[src/rtl/vga_pkg.sv]
// Shared VGA timing defaults, derived totals and grid mapping constants.
// Imported by the sync generator and by the ship/grid drawing blocks.
package vga_pkg;

    localparam int CONT_W = 10;

    localparam int H_ATIVO  = 640;
    localparam int H_FRENTE = 16;
    localparam int H_PULSO  = 96;
    localparam int H_TRAS   = 48;

    localparam int V_ATIVO  = 480;
    localparam int V_FRENTE = 10;
    localparam int V_PULSO  = 2;
    localparam int V_TRAS   = 33;

    localparam int DIV_PIXEL = 2;
    localparam int POL_SYNC  = 0;

    localparam int H_TOTAL = H_ATIVO + H_FRENTE + H_PULSO + H_TRAS;
    localparam int V_TOTAL = V_ATIVO + V_FRENTE + V_PULSO + V_TRAS;

    localparam int H_SYNC_INI = H_ATIVO + H_FRENTE;
    localparam int H_SYNC_FIM = H_SYNC_INI + H_PULSO;
    localparam int V_SYNC_INI = V_ATIVO + V_FRENTE;
    localparam int V_SYNC_FIM = V_SYNC_INI + V_PULSO;

    // Grid mapping shared with the ship drawing blocks.
    localparam int CEL_LARGURA  = 54;
    localparam int CEL_ALTURA   = 49;
    localparam int GRADE_ORIGEM = 16;

    typedef logic [CONT_W-1:0] cont_t;

    typedef struct packed {
        logic hsync;
        logic vsync;
        logic area;
        logic inicio;
    } sinc_t;

    function automatic cont_t para_cont(input int v);
        return cont_t'(v);
    endfunction

endpackage

[src/rtl/vga_divisor_pixel.sv]
// Pixel-enable divider: div counts 0..DIV_PIXEL-1, pixel_en on the last count.
// Ports: clk, rst_n (async, active-low), pixel_en (combinational from div).
module vga_divisor_pixel #(
    parameter int DIV_PIXEL = 2
) (
    input  logic clk,
    input  logic rst_n,
    output logic pixel_en
);

    localparam int DW = (DIV_PIXEL > 1) ? $clog2(DIV_PIXEL) : 1;
    localparam logic [DW-1:0] ULT = DW'(DIV_PIXEL - 1);

    logic [DW-1:0] div;

    always_ff @(posedge clk or negedge rst_n) begin
        if (!rst_n) begin
            div <= '0;
        end else if (div == ULT) begin
            div <= '0;
        end else begin
            div <= div + 1'b1;
        end
    end

    // Gated by rst_n so a 1-clock divider stays quiet during reset.
    assign pixel_en = rst_n & (div == ULT);

endmodule

[src/rtl/vga_sincronismo.sv]
// VGA timing generator: hsync/vsync, linha/coluna, areaAtiva, inicioQuadro.
// Ports: clk, rst_n in; hsync, vsync, areaAtiva, linha, coluna, pixelEn, inicioQuadro out.
module vga_sincronismo #(
    parameter int H_ATIVO   = vga_pkg::H_ATIVO,
    parameter int H_FRENTE  = vga_pkg::H_FRENTE,
    parameter int H_PULSO   = vga_pkg::H_PULSO,
    parameter int H_TRAS    = vga_pkg::H_TRAS,
    parameter int V_ATIVO   = vga_pkg::V_ATIVO,
    parameter int V_FRENTE  = vga_pkg::V_FRENTE,
    parameter int V_PULSO   = vga_pkg::V_PULSO,
    parameter int V_TRAS    = vga_pkg::V_TRAS,
    parameter int DIV_PIXEL = vga_pkg::DIV_PIXEL,
    parameter int POL_SYNC  = vga_pkg::POL_SYNC
) (
    input  logic       clk,
    input  logic       rst_n,
    output logic       hsync,
    output logic       vsync,
    output logic       areaAtiva,
    output logic [9:0] linha,
    output logic [9:0] coluna,
    output logic       pixelEn,
    output logic       inicioQuadro
);

    import vga_pkg::*;

    localparam int TOT_H = H_ATIVO + H_FRENTE + H_PULSO + H_TRAS;
    localparam int TOT_V = V_ATIVO + V_FRENTE + V_PULSO + V_TRAS;

    if (TOT_H - 1 > 1023 || TOT_V - 1 > 1023) begin : g_erro_largura
        $error("vga_sincronismo: totals do not fit 10-bit counters");
    end
    if (DIV_PIXEL < 1) begin : g_erro_div
        $error("vga_sincronismo: DIV_PIXEL must be >= 1");
    end

    localparam cont_t COL_ULT = cont_t'(TOT_H - 1);
    localparam cont_t LIN_ULT = cont_t'(TOT_V - 1);
    localparam cont_t COL_VIS = cont_t'(H_ATIVO);
    localparam cont_t LIN_VIS = cont_t'(V_ATIVO);
    localparam cont_t HS_INI  = cont_t'(H_ATIVO + H_FRENTE);
    localparam cont_t HS_FIM  = cont_t'(H_ATIVO + H_FRENTE + H_PULSO);
    localparam cont_t VS_INI  = cont_t'(V_ATIVO + V_FRENTE);
    localparam cont_t VS_FIM  = cont_t'(V_ATIVO + V_FRENTE + V_PULSO);
    localparam logic  POL     = (POL_SYNC != 0);

    localparam sinc_t SINC_RST = '{
        hsync:  ~POL,
        vsync:  ~POL,
        area:   1'b0,
        inicio: 1'b0
    };

    function automatic sinc_t decodifica(input cont_t c, input cont_t l);
        sinc_t s;
        s.hsync  = (c >= HS_INI && c < HS_FIM) ? POL : ~POL;
        s.vsync  = (l >= VS_INI && l < VS_FIM) ? POL : ~POL;
        s.area   = (c < COL_VIS) && (l < LIN_VIS);
        s.inicio = (c == '0) && (l == '0);
        return s;
    endfunction

    logic  pixel_en;
    cont_t col;
    cont_t lin;
    cont_t col_prox;
    cont_t lin_prox;
    sinc_t sinc;
    sinc_t sinc_prox;

    vga_divisor_pixel #(
        .DIV_PIXEL(DIV_PIXEL)
    ) u_div (
        .clk     (clk),
        .rst_n   (rst_n),
        .pixel_en(pixel_en)
    );

    always_comb begin
        col_prox = col + 1'b1;
        lin_prox = lin;
        if (col == COL_ULT) begin
            col_prox = '0;
            lin_prox = (lin == LIN_ULT) ? '0 : lin + 1'b1;
        end
    end

    // Decodes come from the next counter values so they stay aligned.
    assign sinc_prox = decodifica(col_prox, lin_prox);

    always_ff @(posedge clk or negedge rst_n) begin
        if (!rst_n) begin
            col  <= '0;
            lin  <= '0;
            sinc <= SINC_RST;
        end else if (pixel_en) begin
            col  <= col_prox;
            lin  <= lin_prox;
            sinc <= sinc_prox;
        end
    end

    assign coluna       = col;
    assign linha        = lin;
    assign hsync        = sinc.hsync;
    assign vsync        = sinc.vsync;
    assign areaAtiva    = sinc.area;
    assign inicioQuadro = sinc.inicio;
    assign pixelEn      = pixel_en;

endmodule

[config.mk]
export PLATFORM = sky130hd
export DESIGN_NAME = vga_sincronismo
export DESIGN_NICKNAME = d
export VERILOG_FILES = /design/src/rtl/vga_pkg.sv /design/src/rtl/vga_divisor_pixel.sv /design/src/rtl/vga_sincronismo.sv
export SDC_FILE = /design/constraint.sdc
export NUM_CORES = 1
export LEC_CHECK = 0
export BUFFER_PORTS_ARGS = -buffer_cell sky130_fd_sc_hd__buf_4
export CAP_MARGIN = 25
export CORE_MARGIN = 5
export CORE_UTILIZATION = 40
export CTS_BUF_LIST = sky130_fd_sc_hd__clkbuf_4 sky130_fd_sc_hd__clkbuf_8 sky130_fd_sc_hd__clkbuf_16
export DETAILED_ROUTE_END_ITERATION = 12
export SLEW_MARGIN = 20
export SYNTH_ARGS = -nofsm -noshare
export SYNTH_HDL_FRONTEND = slang
export SYNTH_SLANG_ARGS = --single-unit
[constraint.sdc]
create_clock -name clk -period 2.5 [get_ports clk]
set_input_delay 0.5 -clock clk [delete_from_list [all_inputs] [get_ports clk]]
set_output_delay 0.5 -clock clk [all_outputs]
set_load 0.005 [all_outputs]
==> impl_metrics.tcl, run 1 <==
set metrics [dict create \
    finClkSkew_ns 0.00675 \
    layout_common_cells "buf_4 (42), nand2_1 (32), dfrtp_1 (23)" \
    slew_violations 0 \
    synthToLayoutAreaGrowth_pct 19.0 \
    fp.dieH_um 76.5 \
    synth_area_leaders "dfrtp_1 (33%), nand2_1 (6.8%), xnor2_1 (5.4%), nand3_1 (4.5%), o21ai_0 (3.7%)" \
    yosysWarningCount 0 \
    setup_viol 0 \
    path_max_fanout 6 \
    outcome "complete, no violations" \
    p_sw_share_pct 32.6 \
    hpwl_mm 3.59 \
    seq_power_share_pct 46.9 \
    finalHoldViolations 0 \
    endpoint_kind "register" \
    start_util_pct 40.9 \
    min_period_ns 2.41 \
    drt-pass1-iter-count 4 \
    n_fill_cell 455 \
    finalSetupTns_ns 0 \
    startpoint "coluna[1]" \
    syn_area_mm2 0.00177 \
    via_count 1672 \
    antenna_found_initial 0 \
    netlist.area_leader.share_pct 32.6 \
    syn_nets 218 \
    pre_cts_ws_ns 0.213 \
    cap_violations 0 \
    max_freq_mhz 415 \
    fp.dieW_um 76.5 \
    yosys.area.top_type "dfrtp_1" \
    drive_above_1_share_pct 23.7 \
    max_slew_margin_pct 58.3 \
    grt_pass1_vias 1582 \
    hold_buffers 0 \
    drt_iter0_markers 207 \
    pin_count 27 \
    irDropWorstVdd_v 0.000235 \
    final_common_cell "buf_4" \
    cts_num_sinks 25 \
    cts_buffer_depth 2 \
    arrival_ns 2.60 \
    cts.repair.resized 0 \
    via_per_inst 5.71 \
    power.leakage_nw 0.931 \
    synth_edf_count 0 \
    drt_drc_violations_left 0 \
    crit_required_ns 2.70 \
    r2r_end "vsync" \
    h-tree-depth 1 \
    syn_inst 213 \
    grt_pass1_wl_mm 8.11 \
    clock_latency_ns 0.28 \
    fin_ws_ns 0.0930 \
    r2r_slack_ns 0.09 \
    syn_avg_cell_area_um2 8.30 \
    antenna_left 0 \
    globalplace.congestion 0.851 \
    intPower_mw 0.688 \
    period_share_pct 96.3 \
    yosysUniqueCellTypes 47 \
    wl_mm 4.73 \
    p_sw_mw 0.333 \
    hold-worst-slack_ns 0.196 \
    grt_usage_pct 16.7 \
    die-area_mm2 0.00585 \
    port_buffers 26 \
    path_clk_slew_ns 0.10 \
    yosysSeqAreaShare_pct 35.5 \
    power_frac_clock_pct 25.0 \
    pwr-share-comb_pct 28.1 \
    overflow 0 \
    cp-start-kind "register" \
    cts_root_buf "clkbuf_8" \
    cts_buffers 3 \
    num_rows 24 \
    worstMarginPinSlew_ns 0.617 \
    routedWlPerCell_um 16.1 \
    diodes 0 \
    synthFlopType "dfrtp_1" \
    worstSetupPathType "register to register" \
    synth-async-reset-ratio_pct 100 \
    power.density_mw_per_mm2 485 \
    r2r_cells 7 \
    min_path_type "input port to asynchronous set/reset pin" \
    nets 247 \
    post-cts-setup-buffers 0 \
    grt_max_degree 26 \
    core_area_mm2 0.00432 \
    rr_startpoint "coluna[1]" \
    cts_tree "yes" \
    ys_ff_latch 25 \
]
## power groups by stage
stage / sequential [mW] / clock, mW / combinational (mW)
3_5_place_dp: 0.485 / 0 / 0.292
4_1_cts: 0.477 / 0.262 / 0.292
6_report: 0.479 / 0.255 / 0.288
5_1_grt: 0.485 / 0.279 / 0.323
3_3_place_gp: 0.483 / 0 / 0.293
2_1_floorplan: 0.468 / 0 / 0.185
## worst max-delay path by stage
| stage | endpoint | slack [ns] |
|---|---|---|
| after floorplan | inicioQuadro | 0.32 |
| after global placement | vsync | 0.29 |
| after detailed placement | vsync | 0.21 |
| after CTS | inicioQuadro | 0.21 |
| after global routing | areaAtiva | -0.05 |
| final | vsync | 0.09 |
## cell type report
| class | count | area (um^2) | share of cell area (%) |
|---|---|---|---|
| multi-input cells | 163 | 1020 | 48.6 |
| flip-flops and latches | 25 | 628 | 29.8 |
| repair buffers | 42 | 315 | 15.0 |
| well taps | 52 | 65.1 | 3.09 |
| clock buffers | 3 | 41.3 | 1.96 |
| inverters | 7 | 26.3 | 1.25 |
| clock inverters | 1 | 5.00 | 0.238 |
## per-stage QoR
step | utilization (%) | cell area [um^2] | total power, mW | std cells
after floorplan | - | 1770 | 0.653 | 213
after global placement | 47.5 | 2050 | 0.776 | 289
after detailed placement | 47.5 | 2050 | 0.777 | 289
after CTS | 48.5 | 2100 | 1.03 | 293
after global routing | 48.7 | 2100 | 1.09 | 293
final | 48.7 | 2100 | 1.02 | 293
## Yosys cell counts (2+ instances only)
cell / instances
xor2_1: 5
clkbuf_1: 8
nand2b_1: 5
ha_1: 3
o21ai_0: 13
nand4_2: 2
a21oi_1: 9
dfrtp_1: 23
nor3_1: 6
and2_1: 4
xnor2_1: 11
nor4_1: 5
or3_1: 2
inv_1: 6
nand4b_1: 2
nand3b_1: 3
a211o_1: 2
buf_2: 5
a22oi_1: 2
o41ai_1: 2
o31ai_1: 5
buf_4: 4
nand4_1: 3
nor2_1: 12
nand3_1: 16
nand2_1: 32
nor4bb_1: 2
dfstp_2: 2
## layer usage
layer,wire length [um],global-route usage (%)
met1,2270,24.9
met3,203,2.48
met5,0,0
met2,2140,24.0
met4,112,6.47
## kinds of logic (layout without fill, tap and decap cells)
family | Yosys count | in the layout | share of synthesized area [%]
xor+xnor | 16 | 16 | 7.93
simple gates | 102 | 102 | 31.6
flops | 25 | 25 | 35.5
fa+ha+maj | 3 | 3 | 2.12
buf+inv | 25 | 53 | 6.94
compound gates | 42 | 42 | 15.9
## registers in the layout, summed over array words and instances (netlist names)
register	count
inicioQuadro	1
linha	10
areaAtiva	1
u_div.div	1
coluna	10
hsync	1
vsync	1
## worst max-delay path, cell delays in order, from the launching register on
cell and delay (ns):
dfrtp_1 0.43, ha_1 0.21, nand4_2 0.21, nor4_1 0.47, a21oi_1 0.14, nand2b_1 0.21, nor4_1 0.48, a41oi_1 0.17
(Power assumes the default switching activity.)
==> inputs of run 2 (changes only) <==
--- a/config.mk
+++ b/config.mk
@@ -9,5 +9,5 @@
 export CAP_MARGIN = 25
-export CORE_MARGIN = 5
+export CORE_MARGIN = 2
 export CORE_UTILIZATION = 40
-export CTS_BUF_LIST = sky130_fd_sc_hd__clkbuf_4 sky130_fd_sc_hd__clkbuf_8 sky130_fd_sc_hd__clkbuf_16
+export CTS_BUF_LIST = sky130_fd_sc_hd__clkbuf_8
 export DETAILED_ROUTE_END_ITERATION = 12
==> constraint.sdc (replaced) <==
create_clock -name clk -period 2.5 [get_ports clk]
set_input_delay 0.125 -clock clk [delete_from_list [all_inputs] [get_ports clk]]
set_output_delay 0.125 -clock clk [all_outputs]
set_load 0.005 [all_outputs]
==> impl_metrics.tcl, run 2 (synthesis gave the netlist of run 1 again) <==
set metrics [dict create \
    grt_pass1_wl_mm 7.73 \
    fin_ws_ns 0.212 \
    cpPeakStageDelay_ns 0.51 \
    power.density_mw_per_mm2 478 \
    place_area_mm2 0.00204 \
    core_area_mm2 0.00429 \
    clock_latency_ns 0.28 \
    finalSetupTns_ns 0 \
    port_buffers 26 \
    drt_drc_violations_left 0 \
    final_common_cell "buf_4" \
    slowest_stage "or3_4" \
    power_frac_clock_pct 24.9 \
    via_count 1596 \
    endpoint_kind "register" \
    wl_mm 4.46 \
    max_slew_margin_pct 59.1 \
    finClkSkew_ns 0.0102 \
    r2r_slack_ns 0.21 \
    drt-pass1-iter-count 4 \
    irDropWorstVdd_v 0.000244 \
    power.leakage_nw 0.933 \
    worstMarginPinSlew_ns 0.605 \
    cap_violations 0 \
    p_sw_mw 0.330 \
    outcome "complete, no violations" \
    hold-worst-slack_ns 0.386 \
    max_freq_mhz 437 \
    cts_num_sinks 25 \
    period_share_pct 91.5 \
    synthToLayoutAreaGrowth_pct 20.5 \
    h-tree-depth 1 \
    globalplace.congestion 0.875 \
    cts_buffers 3 \
    p_sw_share_pct 32.4 \
    pre_cts_ws_ns 0.199 \
    cts_buffer_depth 2 \
    min_period_ns 2.29 \
    fp.dieW_um 70.5 \
    final_area_mm2 0.00213 \
    worstSetupPathType "register to register" \
    fin_util_pct 49.6 \
    num_rows 24 \
    nets 247 \
    grt_usage_pct 19.3 \
    min_path_type "input port to asynchronous set/reset pin" \
    crit_required_ns 2.68 \
    antenna_left 0 \
    antenna_found_initial 0 \
    die-area_mm2 0.00497 \
    drive_above_1_share_pct 24.5 \
    fp.dieH_um 70.5 \
    layout_common_cells "buf_4 (41), nand2_1 (32), dfrtp_1 (23)" \
    grt_pass1_vias 1519 \
    slew_violations 0 \
    cp-start-kind "register" \
    crit_chain "ha_1, nand4_2, or3_4, or3_1, nand3_1, a2111oi_2, a31o_1" \
    path_clk_slew_ns 0.10 \
    start_util_pct 41.2 \
    cts_root_buf "clkbuf_8" \
    n_fill_cell 433 \
    pin_count 27 \
    path_max_fanout 8 \
    setup_viol 0 \
    via_per_inst 5.45 \
    intPower_mw 0.687 \
    seq_power_share_pct 47.9 \
    pwr-share-comb_pct 27.2 \
    diodes 0 \
    routedWlPerCell_um 15.2 \
    grt_max_degree 26 \
    finalHoldViolations 0 \
    cts_tree "yes" \
    overflow 0 \
    drt_iter0_markers 118 \
    hpwl_mm 3.26 \
    arrival_ns 2.47 \
]
[run 2: changes by cell type in the layout (fill, tap and decap cells not counted), sizes merged]
cell / previous run / this run
clkinv: 2 / 1
dlygate4sd3: 0 / 1
inv: 6 / 7
buf: 42 / 41
[run 2: path summary, 6_finish.rpt]
| check | startpoint | to | cells after the start |
|---|---|---|---|
| worst max-delay path | coluna[0] | inicioQuadro | 7 |
| worst min-delay path | rst_n | u_div.div | 3 |
| worst max register to register | coluna[0] | inicioQuadro | 7 |
| worst min register to register | u_div.div | u_div.div | 1 |
| max in group asynchronous | rst_n | hsync | 3 |
| min in group clk | u_div.div | u_div.div | 1 |
[run 2: power groups by stage]
stage | logic (mW) | clock network, mW | registers (mW)
2_1_floorplan | 0.185 | 0 | 0.468
6_report | 0.277 | 0.253 | 0.487
3_3_place_gp | 0.279 | 0 | 0.493
5_1_grt | 0.315 | 0.272 | 0.497
4_1_cts | 0.279 | 0.264 | 0.487
3_5_place_dp | 0.277 | 0 | 0.495
[run 2: what timing repair did]
| item | CTS | global route |
|---|---|---|
| hold buffers | 1 | 0 |
| setup endpoints to repair | 0 | 3 |
| resized for setup | 0 | 5 |
| buffers inserted | 0 | 0 |
| endpoints found under the hold margin | 23 | 0 |
[run 2: cell type report]
| type | count | area, um^2 | share of cell area [%] |
|---|---|---|---|
| inverter | 7 | 26.3 | 1.23 |
| tap | 52 | 65.1 | 3.06 |
| timing repair buffer | 42 | 318 | 14.9 |
| multi-input combinational | 163 | 1050 | 49.2 |
| sequential | 25 | 628 | 29.5 |
| clock buffer | 3 | 41.3 | 1.94 |
| clock inverter | 1 | 3.75 | 0.176 |
[run 2: per-stage QoR]
step / power, mW / cells
detailed placement: 0.772 / 288
CTS: 1.03 / 293
floorplan: 0.653 / 213
finish: 1.02 / 293
global route: 1.08 / 293
global placement: 0.771 / 288
[run 2: per-layer routing]
layer	routed length (um)	vias up	GRT usage, %	share of wire, %
met5	0	-	0	0
met2	1960	40	26.6	44
met1	2220	726	30.8	50
li1	-	826	-	-
met3	231	4	2.31	5.2
met4	47	0	5.98	1.1
[run 2: critical path: cells and delay by family, from the launching register on]
kind	cells	cell delay (ns)
DFF	1	0.43
and+or+nand+nor	4	1.32
adders and majority gates	1	0.21
AOI/OAI and AO/OA	2	0.24
==> inputs of run 3 (changes only) <==
- RECOVER_POWER: unset -> 100
==> impl_metrics.tcl, run 3 (synthesis gave the netlist of run 1 again) <==
set metrics [dict create \
    outcome "complete, no violations" \
    layout_common_cells "nand2_1 (32), dfrtp_1 (23), clkbuf_4 (19)" \
    critical-path-top-delay-family "simple AND/OR/NAND/NOR gates" \
    max_slew_margin_pct 6.10 \
    synthToLayoutAreaGrowth_pct 18.8 \
    fin_util_pct 48.9 \
    pin_count 27 \
    via_count 1605 \
    stdcell_count 293 \
    cts_tree "yes" \
    path_clk_slew_ns 0.10 \
    slowest_stage "or4b_2" \
    cp.buffers_inverters 0 \
    min_path_type "register to register" \
    period_share_pct 91.8 \
    core_area_mm2 0.00429 \
    drive_above_1_share_pct 21.2 \
    antenna_left 0 \
    antenna_found_initial 0 \
    power.leakage_nw 0.893 \
    grt_max_degree 26 \
    min_period_ns 2.30 \
    path_max_fanout 6 \
    r2r_slack_ns 0.20 \
    drt_drc_violations_left 0 \
    drt_iter0_markers 134 \
    hpwl_mm 3.26 \
    placed_cells 288 \
    finClkSkew_ns 0.00684 \
    irDropWorstVdd_v 0.000240 \
    routedWlPerCell_um 15.2 \
    die-area_mm2 0.00497 \
    pre_cts_ws_ns 0.199 \
    grt_pass1_vias 1519 \
    cpPeakStageDelay_ns 0.58 \
    fin_ws_ns 0.205 \
    grtUsageMet2_pct 26.6 \
    grt_usage_pct 19.3 \
    gr-usage-met3_pct 2.31 \
    worstMarginPinSlew_ns 1.41 \
    start_util_pct 41.2 \
    globalRouteMet1Util_pct 30.8 \
    overflow 0 \
    finalHoldViolations 0 \
    post-cts-setup-buffers 0 \
    cts_num_sinks 25 \
    endpoint_kind "register" \
    cts_buffer_depth 2 \
    slew_violations 0 \
    top_usage_layer "met1" \
    setup_viol 0 \
    cap_violations 0 \
    power.density_mw_per_mm2 472 \
    nets 247 \
    max_freq_mhz 436 \
    final_common_cell "nand2_1" \
    globalplace.congestion 0.875 \
    cts_buffers 3 \
    finalSetupTns_ns 0 \
    grt_pass1_wl_mm 7.73 \
    port_buffers 26 \
    num_rows 24 \
    p_total_mw 0.991 \
    crit_chain "and2_0, nand4_2, nand2_1, or4b_2, a311oi_1, a31o_1" \
    via_per_inst 5.48 \
    cts_root_buf "clkbuf_8" \
    drt-pass1-iter-count 4 \
    cp-start-kind "register" \
    fp.dieH_um 70.5 \
    clock_latency_ns 0.27 \
    h-tree-depth 1 \
    diodes 0 \
    wl_mm 4.44 \
    arrival_ns 2.51 \
    fp.dieW_um 70.5 \
    crit_required_ns 2.72 \
    worstSetupPathType "register to register" \
]
-- run 3: cell types whose count changed in the layout (fill, tap and decap cells not counted) --
cell	before	now
clkbuf_1	0	8
clkbuf_4	0	19
and2_1	4	2
buf_4	41	14
and2_0	0	2
-- run 3: report_power, final --
part	switching, mW	leakage [nW]	internal (mW)
clock network	0.138	0.0269	0.110
registers	0.0510	0.321	0.436
logic	0.135	0.545	0.121
total	0.324	0.893	0.667
-- run 3: worst paths after layout --
| path | from | endpoint | cells after the start |
|---|---|---|---|
| worst max-delay path | coluna[0] | inicioQuadro | 6 |
| worst min-delay path | u_div.div | u_div.div | 1 |
| worst max register to register | coluna[0] | inicioQuadro | 6 |
| worst min register to register | u_div.div | u_div.div | 1 |
| max in group asynchronous | rst_n | linha[1] | 3 |
| min in group asynchronous | rst_n | u_div.div | 3 |
-- run 3: layout make-up --
cell class / count / area [um^2]
Inverter: 7 / 26.3
Tap cell: 52 / 65.1
Timing Repair Buffer: 42 / 288
Fill cell: 439 / 2190
Multi-Input combinational cell: 163 / 1050
Sequential cell: 25 / 628
Clock buffer: 3 / 41.3
Clock inverter: 1 / 3.75
-- run 3: per-stage QoR --
stage	cell area [um^2]	hold WS, ns
4_1_cts	2100	0.393
3_3_place_gp	2040	0.147
5_1_grt	2100	0.451
3_5_place_dp	2040	0.158
2_1_floorplan	1770	-0.171
6_report	2100	0.420
-- run 3: metal layers --
layer	vias to the layer above	share of wire, %	wire length (um)
met2	47	44	1940
li1	822	-	-
met1	734	51	2260
met5	-	0	0
met3	2	4.8	213
met4	0	0.72	32
-- run 3: what timing repair did --
item / CTS / global route
endpoints found under the hold margin: 23 / 0
resized for setup: 0 / 5
hold buffers: 1 / 0
setup endpoints to repair: 0 / 3
